**src/rtl/frame_rx_deframer_pkg.sv**
```systemverilog
// frame_rx_pkg: shared constants for the receive deframer.
//   - FSM state encoding (IDLE/PRE/DATA/DROP)
//   - PRE_BYTE / SFD_BYTE framing markers
//   - CNT_W: width of the good/bad frame counters
package frame_rx_pkg;

    localparam int CNT_W = 16;

    localparam logic [7:0] PRE_BYTE = 8'h55;
    localparam logic [7:0] SFD_BYTE = 8'hD5;

    typedef logic [1:0] state_t;

    localparam logic [1:0] ST_IDLE = 2'd0;
    localparam logic [1:0] ST_PRE  = 2'd1;
    localparam logic [1:0] ST_DATA = 2'd2;
    localparam logic [1:0] ST_DROP = 2'd3;

endpackage

```
**src/rtl/frame_rx_deframer_if.sv**
```systemverilog
// frame_rx_if: byte stream into the deframer and payload stream out of it.
//   rxd/rx_dv               : incoming bytes and frame envelope
//   dout/dout_vld           : payload byte and its valid (no backpressure)
//   dout_sof/dout_eof       : first / last payload byte markers
// master = upstream source / downstream sink side, slave = the deframer.
interface frame_rx_if;

    logic [7:0] rxd;
    logic       rx_dv;
    logic [7:0] dout;
    logic       dout_vld;
    logic       dout_sof;
    logic       dout_eof;

    modport master (
        output rxd, rx_dv,
        input  dout, dout_vld, dout_sof, dout_eof
    );

    modport slave (
        input  rxd, rx_dv,
        output dout, dout_vld, dout_sof, dout_eof
    );

endinterface

```
**src/rtl/frame_rx_deframer_sat_cnt.sv**
```systemverilog
// sat_cnt16: saturating up-counter used for the good/bad frame statistics.
//   clk, rst_n : clock, asynchronous active-low reset
//   inc        : add one this cycle (ignored once the count is all ones)
//   count      : current value
module sat_cnt16
    import frame_rx_pkg::*;
(
    input  logic             clk,
    input  logic             rst_n,
    input  logic             inc,
    output logic [CNT_W-1:0] count
);

    always_ff @(posedge clk or negedge rst_n) begin
        if (!rst_n) begin
            count <= '0;
        end else if (inc && (count != '1)) begin
            count <= count + CNT_W'(1);
        end
    end

endmodule

```
**src/rtl/frame_rx_deframer.sv**
```systemverilog
// frame_rx_deframer: strips preamble/SFD from the rxd/rx_dv stream, forwards
// payload with sof/eof markers, checks length and 8-bit additive checksum and
// keeps saturating good/bad frame counters.
//   clk, rst_n            : clock, asynchronous active-low reset
//   bus (slave)           : rxd/rx_dv in, dout/dout_vld/dout_sof/dout_eof out
//   frame_done            : one-cycle end-of-frame status strobe
//   frame_len             : payload length (checksum byte included)
//   len_err, chk_err      : status flags, valid with frame_done
//   good_cnt, bad_cnt     : saturating frame counters
module frame_rx_deframer
    import frame_rx_pkg::*;
#(
    parameter int MIN_LEN = 4,
    parameter int MAX_LEN = 1518,
    parameter int MAX_PRE = 7
) (
    input  logic             clk,
    input  logic             rst_n,
    frame_rx_if.slave        bus,
    output logic             frame_done,
    output logic [15:0]      frame_len,
    output logic             len_err,
    output logic             chk_err,
    output logic [CNT_W-1:0] good_cnt,
    output logic [CNT_W-1:0] bad_cnt
);

    localparam logic [7:0]  PRE_LIM = 8'(MAX_PRE);
    localparam logic [15:0] LEN_MIN = 16'(MIN_LEN);
    localparam logic [15:0] LEN_MAX = 16'(MAX_LEN);

    state_t      state, state_nxt;
    logic [7:0]  pre_cnt, pre_nxt;
    logic [15:0] len, len_nxt;
    logic [7:0]  sum, sum_nxt;
    logic [7:0]  hold, hold_nxt;

    logic [7:0]  dout_nxt;
    logic        vld_nxt, sof_nxt, eof_nxt, done_nxt, lerr_nxt, cerr_nxt;
    logic [15:0] flen_nxt;
    logic        good_inc, bad_inc;

    // The hold register is full exactly when len is non-zero, so the byte
    // leaving hold is the first payload byte precisely when len==1.
    always_comb begin
        state_nxt = state;
        pre_nxt   = pre_cnt;
        len_nxt   = len;
        sum_nxt   = sum;
        hold_nxt  = hold;
        dout_nxt  = 8'h00;
        vld_nxt   = 1'b0;
        sof_nxt   = 1'b0;
        eof_nxt   = 1'b0;
        done_nxt  = 1'b0;
        flen_nxt  = 16'h0000;
        lerr_nxt  = 1'b0;
        cerr_nxt  = 1'b0;
        good_inc  = 1'b0;
        bad_inc   = 1'b0;

        case (state)
            ST_IDLE: begin
                if (bus.rx_dv) begin
                    if (bus.rxd == PRE_BYTE) begin
                        state_nxt = ST_PRE;
                        pre_nxt   = 8'd1;
                    end else if (bus.rxd == SFD_BYTE) begin
                        state_nxt = ST_DATA;
                        len_nxt   = 16'h0000;
                        sum_nxt   = 8'h00;
                    end else begin
                        state_nxt = ST_DROP;
                        bad_inc   = 1'b1;
                    end
                end
            end

            ST_PRE: begin
                if (!bus.rx_dv) begin
                    state_nxt = ST_IDLE;
                    bad_inc   = 1'b1;
                end else if ((bus.rxd == PRE_BYTE) && (pre_cnt < PRE_LIM)) begin
                    pre_nxt = pre_cnt + 8'd1;
                end else if (bus.rxd == SFD_BYTE) begin
                    state_nxt = ST_DATA;
                    len_nxt   = 16'h0000;
                    sum_nxt   = 8'h00;
                end else begin
                    state_nxt = ST_DROP;
                    bad_inc   = 1'b1;
                end
            end

            ST_DATA: begin
                if (bus.rx_dv && (len == LEN_MAX)) begin
                    // Byte MAX_LEN+1: close the frame on the held byte and
                    // discard the rest of the envelope.
                    dout_nxt  = hold;
                    vld_nxt   = 1'b1;
                    sof_nxt   = (len == 16'd1);
                    eof_nxt   = 1'b1;
                    done_nxt  = 1'b1;
                    flen_nxt  = len;
                    lerr_nxt  = 1'b1;
                    bad_inc   = 1'b1;
                    state_nxt = ST_DROP;
                end else if (bus.rx_dv) begin
                    len_nxt  = len + 16'd1;
                    sum_nxt  = sum + bus.rxd;
                    hold_nxt = bus.rxd;
                    if (len != 16'h0000) begin
                        dout_nxt = hold;
                        vld_nxt  = 1'b1;
                        sof_nxt  = (len == 16'd1);
                    end
                end else begin
                    done_nxt = 1'b1;
                    flen_nxt = len;
                    lerr_nxt = (len < LEN_MIN);
                    cerr_nxt = (sum != 8'h00);
                    if (len != 16'h0000) begin
                        dout_nxt = hold;
                        vld_nxt  = 1'b1;
                        sof_nxt  = (len == 16'd1);
                        eof_nxt  = 1'b1;
                    end
                    if ((len < LEN_MIN) || (sum != 8'h00)) begin
                        bad_inc = 1'b1;
                    end else begin
                        good_inc = 1'b1;
                    end
                    state_nxt = ST_IDLE;
                end
            end

            ST_DROP: begin
                if (!bus.rx_dv) begin
                    state_nxt = ST_IDLE;
                end
            end

            default: state_nxt = ST_IDLE;
        endcase
    end

    always_ff @(posedge clk or negedge rst_n) begin
        if (!rst_n) begin
            state        <= ST_IDLE;
            pre_cnt      <= 8'h00;
            len          <= 16'h0000;
            sum          <= 8'h00;
            hold         <= 8'h00;
            bus.dout     <= 8'h00;
            bus.dout_vld <= 1'b0;
            bus.dout_sof <= 1'b0;
            bus.dout_eof <= 1'b0;
            frame_done   <= 1'b0;
            frame_len    <= 16'h0000;
            len_err      <= 1'b0;
            chk_err      <= 1'b0;
        end else begin
            state        <= state_nxt;
            pre_cnt      <= pre_nxt;
            len          <= len_nxt;
            sum          <= sum_nxt;
            hold         <= hold_nxt;
            bus.dout     <= dout_nxt;
            bus.dout_vld <= vld_nxt;
            bus.dout_sof <= sof_nxt;
            bus.dout_eof <= eof_nxt;
            frame_done   <= done_nxt;
            frame_len    <= flen_nxt;
            len_err      <= lerr_nxt;
            chk_err      <= cerr_nxt;
        end
    end

    sat_cnt16 u_good_cnt (
        .clk   (clk),
        .rst_n (rst_n),
        .inc   (good_inc),
        .count (good_cnt)
    );

    sat_cnt16 u_bad_cnt (
        .clk   (clk),
        .rst_n (rst_n),
        .inc   (bad_inc),
        .count (bad_cnt)
    );

endmodule

```
**src/flat_wrapper.sv**
```systemverilog
// flat-port wrapper written by rule: the top's interface ports become plain ports
module frame_rx_deframer_flat import frame_rx_pkg::*;
#(
    parameter int MIN_LEN = 4,
    parameter int MAX_LEN = 1518,
    parameter int MAX_PRE = 7
)
  (clk, rst_n, frame_done, frame_len, len_err, chk_err, good_cnt, bad_cnt, bus_rxd, bus_rx_dv, bus_dout, bus_dout_vld, bus_dout_sof, bus_dout_eof);
  frame_rx_if bus_i ();
  input  logic clk;
  input  logic rst_n;
  output logic frame_done;
  output logic [15:0] frame_len;
  output logic len_err;
  output logic chk_err;
  output logic [CNT_W-1:0] good_cnt;
  output logic [CNT_W-1:0] bad_cnt;
  input wire logic [$bits(bus_i.rxd)-1:0] bus_rxd;
  input wire logic [$bits(bus_i.rx_dv)-1:0] bus_rx_dv;
  output wire logic [$bits(bus_i.dout)-1:0] bus_dout;
  output wire logic [$bits(bus_i.dout_vld)-1:0] bus_dout_vld;
  output wire logic [$bits(bus_i.dout_sof)-1:0] bus_dout_sof;
  output wire logic [$bits(bus_i.dout_eof)-1:0] bus_dout_eof;
  assign bus_i.rxd = bus_rxd;
  assign bus_i.rx_dv = bus_rx_dv;
  assign bus_dout = bus_i.dout;
  assign bus_dout_vld = bus_i.dout_vld;
  assign bus_dout_sof = bus_i.dout_sof;
  assign bus_dout_eof = bus_i.dout_eof;
  frame_rx_deframer #(.MIN_LEN(MIN_LEN), .MAX_LEN(MAX_LEN), .MAX_PRE(MAX_PRE)) u_core (.clk(clk), .rst_n(rst_n), .bus(bus_i), .frame_done(frame_done), .frame_len(frame_len), .len_err(len_err), .chk_err(chk_err), .good_cnt(good_cnt), .bad_cnt(bad_cnt));
endmodule
```
**config.mk**
```make
export PLATFORM = sky130hd
export DESIGN_NAME = frame_rx_deframer_flat
export DESIGN_NICKNAME = d
export VERILOG_FILES = /design/src/rtl/frame_rx_deframer_pkg.sv /design/src/rtl/frame_rx_deframer_if.sv /design/src/rtl/frame_rx_deframer_sat_cnt.sv /design/src/rtl/frame_rx_deframer.sv /design/src/flat_wrapper.sv
export SDC_FILE = /design/constraint.sdc
export NUM_CORES = 1
export LEC_CHECK = 0
export BUFFER_PORTS_ARGS = -buffer_cell sky130_fd_sc_hd__buf_2
export CORE_MARGIN = 2
export CORE_UTILIZATION = 53
export CTS_BUF_LIST = sky130_fd_sc_hd__clkbuf_4 sky130_fd_sc_hd__clkbuf_8
export CTS_CLUSTER_DIAMETER = 30
export DETAILED_ROUTE_END_ITERATION = 8
export GPL_TIMING_DRIVEN = 1
export MAX_ROUTING_LAYER = met4
export PLACE_DENSITY = 0.85
export SLEW_MARGIN = 30
export SYNTH_ARGS = -nofsm -noshare
export SYNTH_HDL_FRONTEND = slang
export SYNTH_SLANG_ARGS = --single-unit
```
**constraint.sdc**
```tcl
create_clock -name clk -period 2.37 [get_ports clk]
set_clock_uncertainty 0.1 [all_clocks]
set_input_delay 0.1185 -clock clk [delete_from_list [all_inputs] [get_ports clk]]
set_output_delay 0.1185 -clock clk [all_outputs]
set_load 0.05 [all_outputs]
```
==> results.ini, run 1 <==
[setup_path]
crit_required_ps = 2520
r2r_end = u_core.u_bad_cnt.count[1]
path_depth = 8
crit_path_start = u_core.len[14]
endpoint_kind = register
slowest_stage = or4_4
cp_top_family = simple AND/OR/NAND/NOR gates
arrival_ps = 2620
rrSetupSlack_ps = -100
rr_worst_depth = 8
critPathMaxFanout = 7
startpoint_type = register
path_cells = or4_4, nor4b_4, nor2_2, o31ai_4, buf_6, buf_12, nand2_4, mux2_2
r2r-start = u_core.len[14]
slowest_delay_ps = 590
endpoint = u_core.u_bad_cnt.count[1]
crit_buf_inv = 2
worst-setup-path-type = register to register

[yosys]
synth_edf_count = 0
synthesis.nets = 453
syn-cell-area_um2 = 4785
synth_area_per_cell_um2 = 11.21
yosys.area_share.simple = 0.2191
synthAdderAreaFrac = 0.04079
yosysSeqAreaShare = 0.5439
synth_top_family_by_area = simple AND/OR/NAND/NOR gates
synth-xor-area-share = 0.08237
ys_seq_elements = 104
async_flop_share = 1.000
synth_compound_area_frac = 0.06093
netlist-cell-type-count = 55
postSynthCellCount = 427
synth_mux_area_frac = 0.03060
yosys_warnings = 0
ys.flop_type = dfrtp_1

[sta]
fmax_mhz = 405.3
setup_slack_ps = -97.60
timing.final.crit_share = 1.041
hold_viol = 0
slew_headroom = 0.5695
worst_pin_slew_ps = 645.7
period_needed_ps = 2468
hold_slack_ps = 65.39
maxSlewViolCount = 0
rsz0062_at_grt = yes
setup-violations-final = 14

[floorplanning]
die_w_um = 99.02
die_y_um = 99.02
die-area_um2 = 9804
fp.coreArea_um2 = 8721
io_pins = 73
initial_core_util = 0.5486
fp-row-count = 34

[clocking]
cts.sinks = 104
htreeDepth = 3
path_clk_slew_ps = 100
cts_tree = built
numCtsBuffers = 9
clockBufferDepth = 2
cts_root_buffer = clkbuf_8
insertion_delay_ps = 360

[routing]
avgRoutedWirePerCell_um = 15.96
drtIter0Drc = 158
drt-total-wl_um = 10420
dr_total_vias = 3699
ant_nets = 0
first_pass_iters = 4
drc = 0
viasPerCell = 5.665

[power]
p_per_area_nw_per_um2 = 779.9
static-leakage-power_nw = 2.965
ir_drop_v = 0.0003805

[layout]
drive_above_1_share = 0.2954
mostFrequentLayoutCells = 104 x dfrtp_1, 71 x buf_2, 31 x buf_4
layout.nets = 566
syn_to_final_growth_pct = 23.22
postLayoutCoreUtil = 0.6760
diodes = 0
final_common_cell = dfrtp_1

[place]
gp_congestion = 0.8390
dp_hpwl_um = 7212
port_buffers = 72
place_ws_ps = -122.9

[status]
outcome = complete, but fails checks
violations = setup timing

[global_route]
grt_usage = 0.2239
antenna_found_initial = 0
grt_first_pass_wirelength_um = 17190
grt_max_degree = 52
grt_pass1_vias = 3553
overflow = 0

[worst_hold_path]
hp-class = input port to register

[run]
cap_violations = 0

==> cell families after synthesis <==
logic type                 Yosys count
and+or+nand+nor                    185
DFF                                104
xor gates and xnor gates            45
AOI/OAI and AO/OA                   40
buffers and inverters               25
adders and majority gates           15
muxes                               13
==> synthesized netlist by cell type, types with 5 or more instances <==
master | number | share of area
mux2_2 | 11 | 0.026
nand2_1 | 26 | 0.020
nor3_1 | 6 | 0.0063
xor2_1 | 18 | 0.033
nor2b_1 | 5 | 0.0065
nand3_1 | 21 | 0.022
clkbuf_1 | 9 | 0.0071
nor4_1 | 7 | 0.0092
nor2_1 | 30 | 0.024
xnor2_1 | 27 | 0.049
dfrtp_1 | 104 | 0.54
and2_1 | 25 | 0.033
ha_1 | 14 | 0.037
nand4_1 | 26 | 0.034
a21oi_1 | 13 | 0.014
and3_1 | 12 | 0.016
o21ai_0 | 8 | 0.0084
inv_1 | 10 | 0.0078
==> report_power, final <==
group | leakage, nW | internal (mW) | total (mW) | switching (mW)
Clock | 0.102 | 0.469 | 1.05 | 0.586
Sequential | 1.38 | 1.98 | 2.17 | 0.192
Combinational | 1.49 | 0.502 | 1.37 | 0.868
Total | 2.97 | 2.95 | 4.60 | 1.65
==> registers in the layout, summed over array words and instances, names as in the netlist, 2 cells and up <==
register	cells
u_core.len	16
u_core.state	2
u_core.hold	8
u_core.frame_len	16
u_core.pre_cnt	8
u_core.u_bad_cnt.count	16
u_core.sum	8
u_core.u_good_cnt.count	16
u_core.bus.dout	8
==> stage by stage <==
step	power, mW	area, µm²	setup TNS, ps	cells
2_1_floorplan	3.086	4791	-23.61	427
6_report	4.598	5896	-594.7	653
3_5_place_dp	3.502	5480	-685.8	625
3_3_place_gp	3.437	5480	-72.48	625
5_1_grt	4.847	5896	-2670	653
4_1_cts	4.565	5761	-268.2	649
==> layout make-up <==
class	count	area (µm²)
inverters	10	37.54
well taps	108	135.1
repair buffers	117	764.5
fillers	623	2825
clock inverters	4	27.53
multi-input cells	298	2163
flip-flops and latches	104	2603
clock buffers	12	165.2
==> layer usage <==
layer | track usage | wire length, µm
met1 | 0.2944 | 4391
met5 | - | 0
met2 | 0.3514 | 5154
met4 | 0.07798 | 220
met3 | 0.04184 | 655
==> timing repair <==
action / in CTS / in global routing
setup endpoints to repair: 16 / 53
hold buffers: 8 / 0
buffers inserted: 0 / 3
gates cloned: 0 / 1
pin swaps: 2 / 11
endpoints found under the hold margin: 55 / 0
gates resized for setup: 2 / 23
==> worst min-delay path by stage <==
stage	cells after the start	endpoint	startpoint	slack (ps)
floorplan	0	u_core.bus.dout[0]	rst_n	-280
global placement	1	u_core.u_good_cnt.count[10]	rst_n	80
detailed placement	1	u_core.u_good_cnt.count[8]	rst_n	80
CTS	2	u_core.hold[7]	bus_rxd[7]	20
global route	2	u_core.hold[7]	bus_rxd[7]	50
finish	2	u_core.hold[7]	bus_rxd[7]	70
Note: power is estimated with default switching activity, not from simulation.
==> run 2, diff against run 1 <==
TNS_END_PERCENT = 5   (was default)
==> run 2 against run 1 <==
Net effect:
- the flow still finishes with violations (setup timing)
- sequential power is essentially flat
- final cell count fell by 0.61%
- clock power about the same
- critical path depth is 1 lower
- register-to-register slack gained 30 ps
- critical path type unchanged
- combinational power down 4%
- count of clock-buffer cells in the layout is 2 lower
==> results.ini, run 2 (synthesis gave the netlist of run 1 again) <==
[sta]
hold_slack_ps = 13.97  ; was 65.39 ps
timing.final.crit_share = 1.028  ; was 1.041
slew_headroom = 0.5319  ; was 0.5695
worst_pin_slew_ps = 702.2  ; was 645.7 ps
rsz0062_at_grt = yes  ; unchanged
maxSlewViolCount = 0  ; unchanged
hold_viol = 0  ; unchanged
period_needed_ps = 2437  ; was 2468 ps
setup-violations-final = 6  ; was 14
fmax_mhz = 410.3  ; was 405.3 MHz
setup_slack_ps = -67.47  ; was -97.60 ps

[routing]
dr_total_vias = 3583  ; was 3699
drc = 0  ; unchanged
viasPerCell = 5.521  ; was 5.665
drt-total-wl_um = 9988  ; was 10420 µm
avgRoutedWirePerCell_um = 15.39  ; was 15.96 µm
drtIter0Drc = 178  ; was 158
ant_nets = 0  ; unchanged
first_pass_iters = 5  ; was 4

[clocking]
cts_tree = built  ; unchanged
numCtsBuffers = 9  ; unchanged
clockBufferDepth = 2  ; unchanged
htreeDepth = 3  ; unchanged
cts_root_buffer = clkbuf_8  ; unchanged
cts.sinks = 104  ; unchanged
insertion_delay_ps = 360  ; about the same
path_clk_slew_ps = 100  ; about the same

[power]
ir_drop_v = 0.0004698  ; was 0.0003805 V
p_int_mw = 2.875  ; was 2.953 mW
clkPwrFrac = 0.231  ; was 0.229
seqPwrFrac = 0.480  ; was 0.473
comb_power_share = 0.289  ; was 0.298
power_switching_mw = 1.647  ; was 1.646 mW
swShare = 0.3643  ; was 0.3579
static-leakage-power_nw = 2.914  ; was 2.965 nW
p_per_area_nw_per_um2 = 781.7  ; was 779.9 nW/µm²

[place]
place_ws_ps = -100.0  ; was -122.9 ps
dpl_cell_area_um2 = 5472  ; was 5480 µm²
port_buffers = 72  ; unchanged
dp_hpwl_um = 7098  ; was 7212 µm
gp_congestion = 0.9278  ; was 0.8390

[layout]
drive_above_1_share = 0.2828  ; was 0.2954
syn_to_final_growth_pct = 20.92  ; was 23.22%
postLayoutCoreUtil = 0.6634  ; was 0.6760
num-fill-cells = 629  ; was 623
layout.nets = 562  ; was 566
final_common_cell = dfrtp_1  ; unchanged
diodes = 0  ; unchanged
mostFrequentLayoutCells = 104 x dfrtp_1, 71 x buf_2, 32 x buf_4  ; was 104 x dfrtp_1, 71 x buf_2, 31 x buf_4
fin_area_um2 = 5786  ; was 5896 µm²

[setup_path]
rr_worst_depth = 7  ; was 8
slowest_delay_ps = 590  ; about the same
endpoint_kind = register  ; unchanged
worst-setup-path-type = register to register  ; unchanged
path_cells = or4_4, nor4b_4, nor2_2, o31ai_4, buf_12, nand4_1, mux2_4  ; was or4_4, nor4b_4, nor2_2, o31ai_4, buf_6, buf_12, nand2_4, mux2_2
cp_top_family = simple AND/OR/NAND/NOR gates  ; unchanged
startpoint_type = register  ; unchanged
crit_required_ps = 2520  ; about the same
arrival_ps = 2590  ; was 2620 ps
slowest_stage = or4_4  ; unchanged
path_depth = 7  ; was 8
crit_buf_inv = 1  ; was 2
critPathMaxFanout = 9  ; was 7

[floorplanning]
fp.coreArea_um2 = 8721  ; unchanged
fp-row-count = 34  ; unchanged
die_y_um = 99.02  ; unchanged
die_w_um = 99.02  ; unchanged
io_pins = 73  ; unchanged
initial_core_util = 0.5486  ; unchanged
die-area_um2 = 9804  ; unchanged

[global_route]
grt_first_pass_wirelength_um = 16240  ; was 17190 µm
overflow = 0  ; unchanged
antenna_found_initial = 0  ; unchanged
grt_pass1_vias = 3532  ; was 3553
grt_max_degree = 56  ; was 52
grt_usage = 0.2123  ; was 0.2239

[run]
cap_violations = 0  ; unchanged

[worst_hold_path]
hold_path_depth = 2  ; unchanged
hp-class = input port to register  ; unchanged

[status]
outcome = complete, but fails checks  ; unchanged
violations = setup timing  ; unchanged

-- run 2: cell count changes in the layout (fill, tap and decap cells not counted), sizes merged --
cell         change
buf              -3
clkbuf           -2
clkinv           -1
clkinvlp         +2
dlygate4sd3      -1
inv              +1
-- run 2: what timing repair did --
| item | CTS | global route |
|---|---|---|
| gates resized for setup | 4 | 5 |
| gates cloned | 0 | 0 |
| buffers inserted | 2 | 1 |
| endpoints found under the setup margin | 8 | 53 |
| hold buffers | 7 | 0 |
| hold endpoints to repair | 60 | 0 |
| pin swaps | 5 | 6 |
-- run 2: cell type report --
type | instances | area (µm²) | share of cell area
sequential | 104 | 2603 | 0.4498
multi-input combinational | 298 | 2103 | 0.3635
timing repair buffer | 113 | 716.9 | 0.1239
clock buffer | 10 | 137.6 | 0.02379
tap | 108 | 135.1 | 0.02336
clock inverter | 6 | 52.55 | 0.009083
inverter | 10 | 37.54 | 0.006488
-- run 2: path summary, 6_finish.rpt --
| check | start | end | slack (ps) |
|---|---|---|---|
| setup reg to reg | u_core.len[13] | u_core.u_bad_cnt.count[12] | -70 |
| setup / recovery | u_core.len[13] | u_core.u_bad_cnt.count[12] | -70 |
| hold / removal | bus_rxd[1] | u_core.hold[1] | 10 |
| min in group asynchronous | rst_n | u_core.u_good_cnt.count[9] | 230 |
| max in group asynchronous | rst_n | u_core.pre_cnt[1] | 1250 |
| hold reg to reg | u_core.hold[7] | u_core.bus.dout[7] | 380 |
-- run 2: power groups by stage --
stage                     Clock, mW  Combinational, mW  Sequential (mW)
after detailed placement          0               1.29             2.20
after floorplan                   0              0.545             2.54
after global routing           1.15               1.42             2.20
after CTS                      1.07               1.31             2.17
after global placement            0               1.25             2.18
final                          1.05               1.31             2.17
-- run 2: metal layers --
layer | up-vias | track usage | wire length (µm)
met1 | 1733 | 0.2641 | 4291
met2 | 111 | 0.3508 | 4986
met3 | 19 | 0.03617 | 514
met4 | 0 | 0.07798 | 196
met5 | - | - | 0
li1 | 1720 | - | -
-- run 2: stage by stage --
step	TNS (ps)	power, mW	std cells
2_1_floorplan	-48.14	3.084	427
3_3_place_gp	-86.38	3.436	623
3_5_place_dp	-344.9	3.491	623
4_1_cts	-299.1	4.546	648
5_1_grt	-1244	4.762	649
6_report	-161.0	4.522	649
-- run 2: worst register-to-register path, stage by stage, from the launching register on --
cell and delay, ps:
dfrtp_1 390, or4_4 590, nor4b_4 320, nor2_2 90, o31ai_4 260, buf_12 160
nand4_1 110, mux2_4 310
==> run 3, diff against run 2 <==
CORE_MARGIN = default   (was 2)
==> run 3 against run 2 <==
Net effect:
- the flow still finishes with violations (setup timing)
- sequential power hardly changed
- worst setup slack worse by 63 ps
- via count is 0.92% higher
- critical path type unchanged
- largest cell class unchanged
- highest routed layer unchanged
==> results.ini, run 3 (synthesis gave the netlist of run 1 again) <==
[floorplanning]
fp.coreArea_um2 = 8721  ; unchanged
die_y_um = 97.02  ; was 99.02 µm
die_w_um = 97.02  ; was 99.02 µm
die-area_um2 = 9412  ; was 9804 µm²
initial_core_util = 0.5486  ; unchanged
io_pins = 73  ; unchanged
fp-row-count = 34  ; unchanged

[place]
dpl_cell_area_um2 = 5464  ; was 5472 µm²
gp_congestion = 0.8753  ; was 0.9278
place_ws_ps = -122.9  ; was -100.0 ps
dp_hpwl_um = 7080  ; was 7098 µm
port_buffers = 72  ; unchanged

[global_route]
overflow = 0  ; unchanged
grt_usage = 0.2234  ; was 0.2123
grt_max_degree = 66  ; was 56
grt_pass1_vias = 3511  ; was 3532
antenna_found_initial = 0  ; unchanged
grt_first_pass_wirelength_um = 16530  ; was 16240 µm

[setup_path]
arrival_ps = 2660  ; was 2590 ps
critPathMaxFanout = 12  ; was 9
rr_worst_depth = 7  ; unchanged
slowest_delay_ps = 590  ; about the same
worst-setup-path-type = register to register  ; unchanged
endpoint_kind = register  ; unchanged
startpoint_type = register  ; unchanged
cp_top_family = simple AND/OR/NAND/NOR gates  ; unchanged
path_cells = or4_4, nor4b_4, nor2_2, o31ai_4, buf_12, nand4_1, mux2_4  ; unchanged
crit_required_ps = 2530  ; was 2520 ps
path_depth = 7  ; unchanged
crit_buf_inv = 1  ; unchanged
slowest_stage = or4_4  ; unchanged

[power]
comb_power_share = 0.292  ; was 0.289
static-leakage-power_nw = 2.923  ; was 2.914 nW
swShare = 0.3684  ; was 0.3643
ir_drop_v = 0.0004013  ; was 0.0004698 V
clkPwrFrac = 0.230  ; was 0.231
p_per_area_nw_per_um2 = 778.1  ; was 781.7 nW/µm²
power_switching_mw = 1.667  ; was 1.647 mW
p_int_mw = 2.857  ; was 2.875 mW
seqPwrFrac = 0.478  ; was 0.480

[clocking]
cts.sinks = 104  ; unchanged
numCtsBuffers = 9  ; unchanged
cts_tree = built  ; unchanged
htreeDepth = 3  ; unchanged
clockBufferDepth = 2  ; unchanged
cts_root_buffer = clkbuf_8  ; unchanged
path_clk_slew_ps = 100  ; about the same
insertion_delay_ps = 370  ; was 360 ps

[layout]
syn_to_final_growth_pct = 21.52  ; was 20.92%
fin_area_um2 = 5814  ; was 5786 µm²
drive_above_1_share = 0.2878  ; was 0.2828
mostFrequentLayoutCells = 104 x dfrtp_1, 71 x buf_2, 30 x nor2_1, 30 x buf_4, 27 x xnor2_1  ; was 104 x dfrtp_1, 71 x buf_2, 32 x buf_4
diodes = 0  ; unchanged
final_common_cell = dfrtp_1  ; unchanged
num-fill-cells = 677  ; was 629
layout.nets = 563  ; was 562
regArea_um2 = 2603  ; unchanged
multiInputGateArea_um2 = 2118  ; was 2103 µm²

[routing]
viasPerCell = 5.563  ; was 5.521
drtIter0Drc = 164  ; was 178
avgRoutedWirePerCell_um = 15.14  ; was 15.39 µm
dr_total_vias = 3616  ; was 3583
first_pass_iters = 4  ; was 5
drc = 0  ; unchanged
drt-total-wl_um = 9838  ; was 9988 µm
ant_nets = 0  ; unchanged

[sta]
rsz0062_at_grt = yes  ; unchanged
maxSlewViolCount = 0  ; unchanged
worst_pin_slew_ps = 587.6  ; was 702.2 ps
timing.final.crit_share = 1.055  ; was 1.028
hold_viol = 0  ; unchanged
slew_headroom = 0.6083  ; was 0.5319
setup_slack_ps = -130.2  ; was -67.47 ps
fin_tns_setup_ps = -340.7  ; was -161.0 ps
period_needed_ps = 2500  ; was 2437 ps
hold_slack_ps = 50.81  ; was 13.97 ps
fmax_mhz = 400.0  ; was 410.3 MHz
setup-violations-final = 8  ; was 6

[run]
cap_violations = 0  ; unchanged

[worst_hold_path]
hold_path_depth = 3  ; was 2
hp-class = input port to register  ; unchanged

[status]
violations = setup timing  ; unchanged
outcome = complete, but fails checks  ; unchanged

run 3: changes by cell type in the layout (fill, tap and decap cells not counted), sizes merged:
cell,change
clkinvlp,-1
inv,+2
buf,-1
clkbuf,-1
dlygate4sd3,+2
run 3: cell type report:
| class | instances | area share |
|---|---|---|
| clock buffer | 9 | 0.02130 |
| sequential | 104 | 0.4476 |
| clock inverter | 7 | 0.01097 |
| tap | 108 | 0.02324 |
| multi-input combinational | 298 | 0.3643 |
| timing repair buffer | 114 | 0.1261 |
| inverter | 10 | 0.006456 |
run 3: final timing paths:
| check | from | endpoint | slack (ps) |
|---|---|---|---|
| max in group asynchronous | rst_n | u_core.frame_len[12] | 1310 |
| worst min-delay path | bus_rx_dv | u_core.sum[7] | 50 |
| worst max register to register | u_core.len[13] | u_core.u_bad_cnt.count[14] | -130 |
| min in group asynchronous | rst_n | u_core.u_good_cnt.count[9] | 140 |
| worst max-delay path | u_core.len[13] | u_core.u_bad_cnt.count[14] | -130 |
| worst min register to register | u_core.u_bad_cnt.count[9] | u_core.u_bad_cnt.count[9] | 380 |
run 3: metal layers:
metal / GRT usage / wire length, µm
met3: 0.03251 / 387
met4: 0.07807 / 164
met2: 0.3657 / 4919
met1: 0.2859 / 4367
met5: - / 0
run 3: worst register-to-register path, stage by stage, from the launching register on:
cell     delay, ps
dfrtp_1        400
or4_4          590
nor4b_4        320
nor2_2          90
o31ai_4        270
buf_12         160
nand4_1        130
mux2_4         320
run 3: power groups by stage:
stage | Sequential [mW] | Combinational (mW) | Clock, mW
final | 2.16 | 1.32 | 1.04
after global routing | 2.19 | 1.43 | 1.14
after CTS | 2.16 | 1.32 | 1.07
after detailed placement | 2.20 | 1.30 | 0
after global placement | 2.19 | 1.25 | 0
after floorplan | 2.54 | 0.545 | 0
run 3: stage by stage:
step	cells	power (mW)	util
finish	650	4.524	0.6667
global placement	622	3.433	0.6265
CTS	649	4.550	0.6605
floorplan	427	3.084	-
global route	650	4.769	0.6667
detailed placement	622	3.492	0.6265
run 3: timing repair:
item                       4_1_cts  5_1_grt
resized for setup                3       11
buffers inserted                 2        1
hold endpoints to repair        47        0
pin swaps                        3        6
hold buffers                     9        0
setup endpoints to repair        6       54
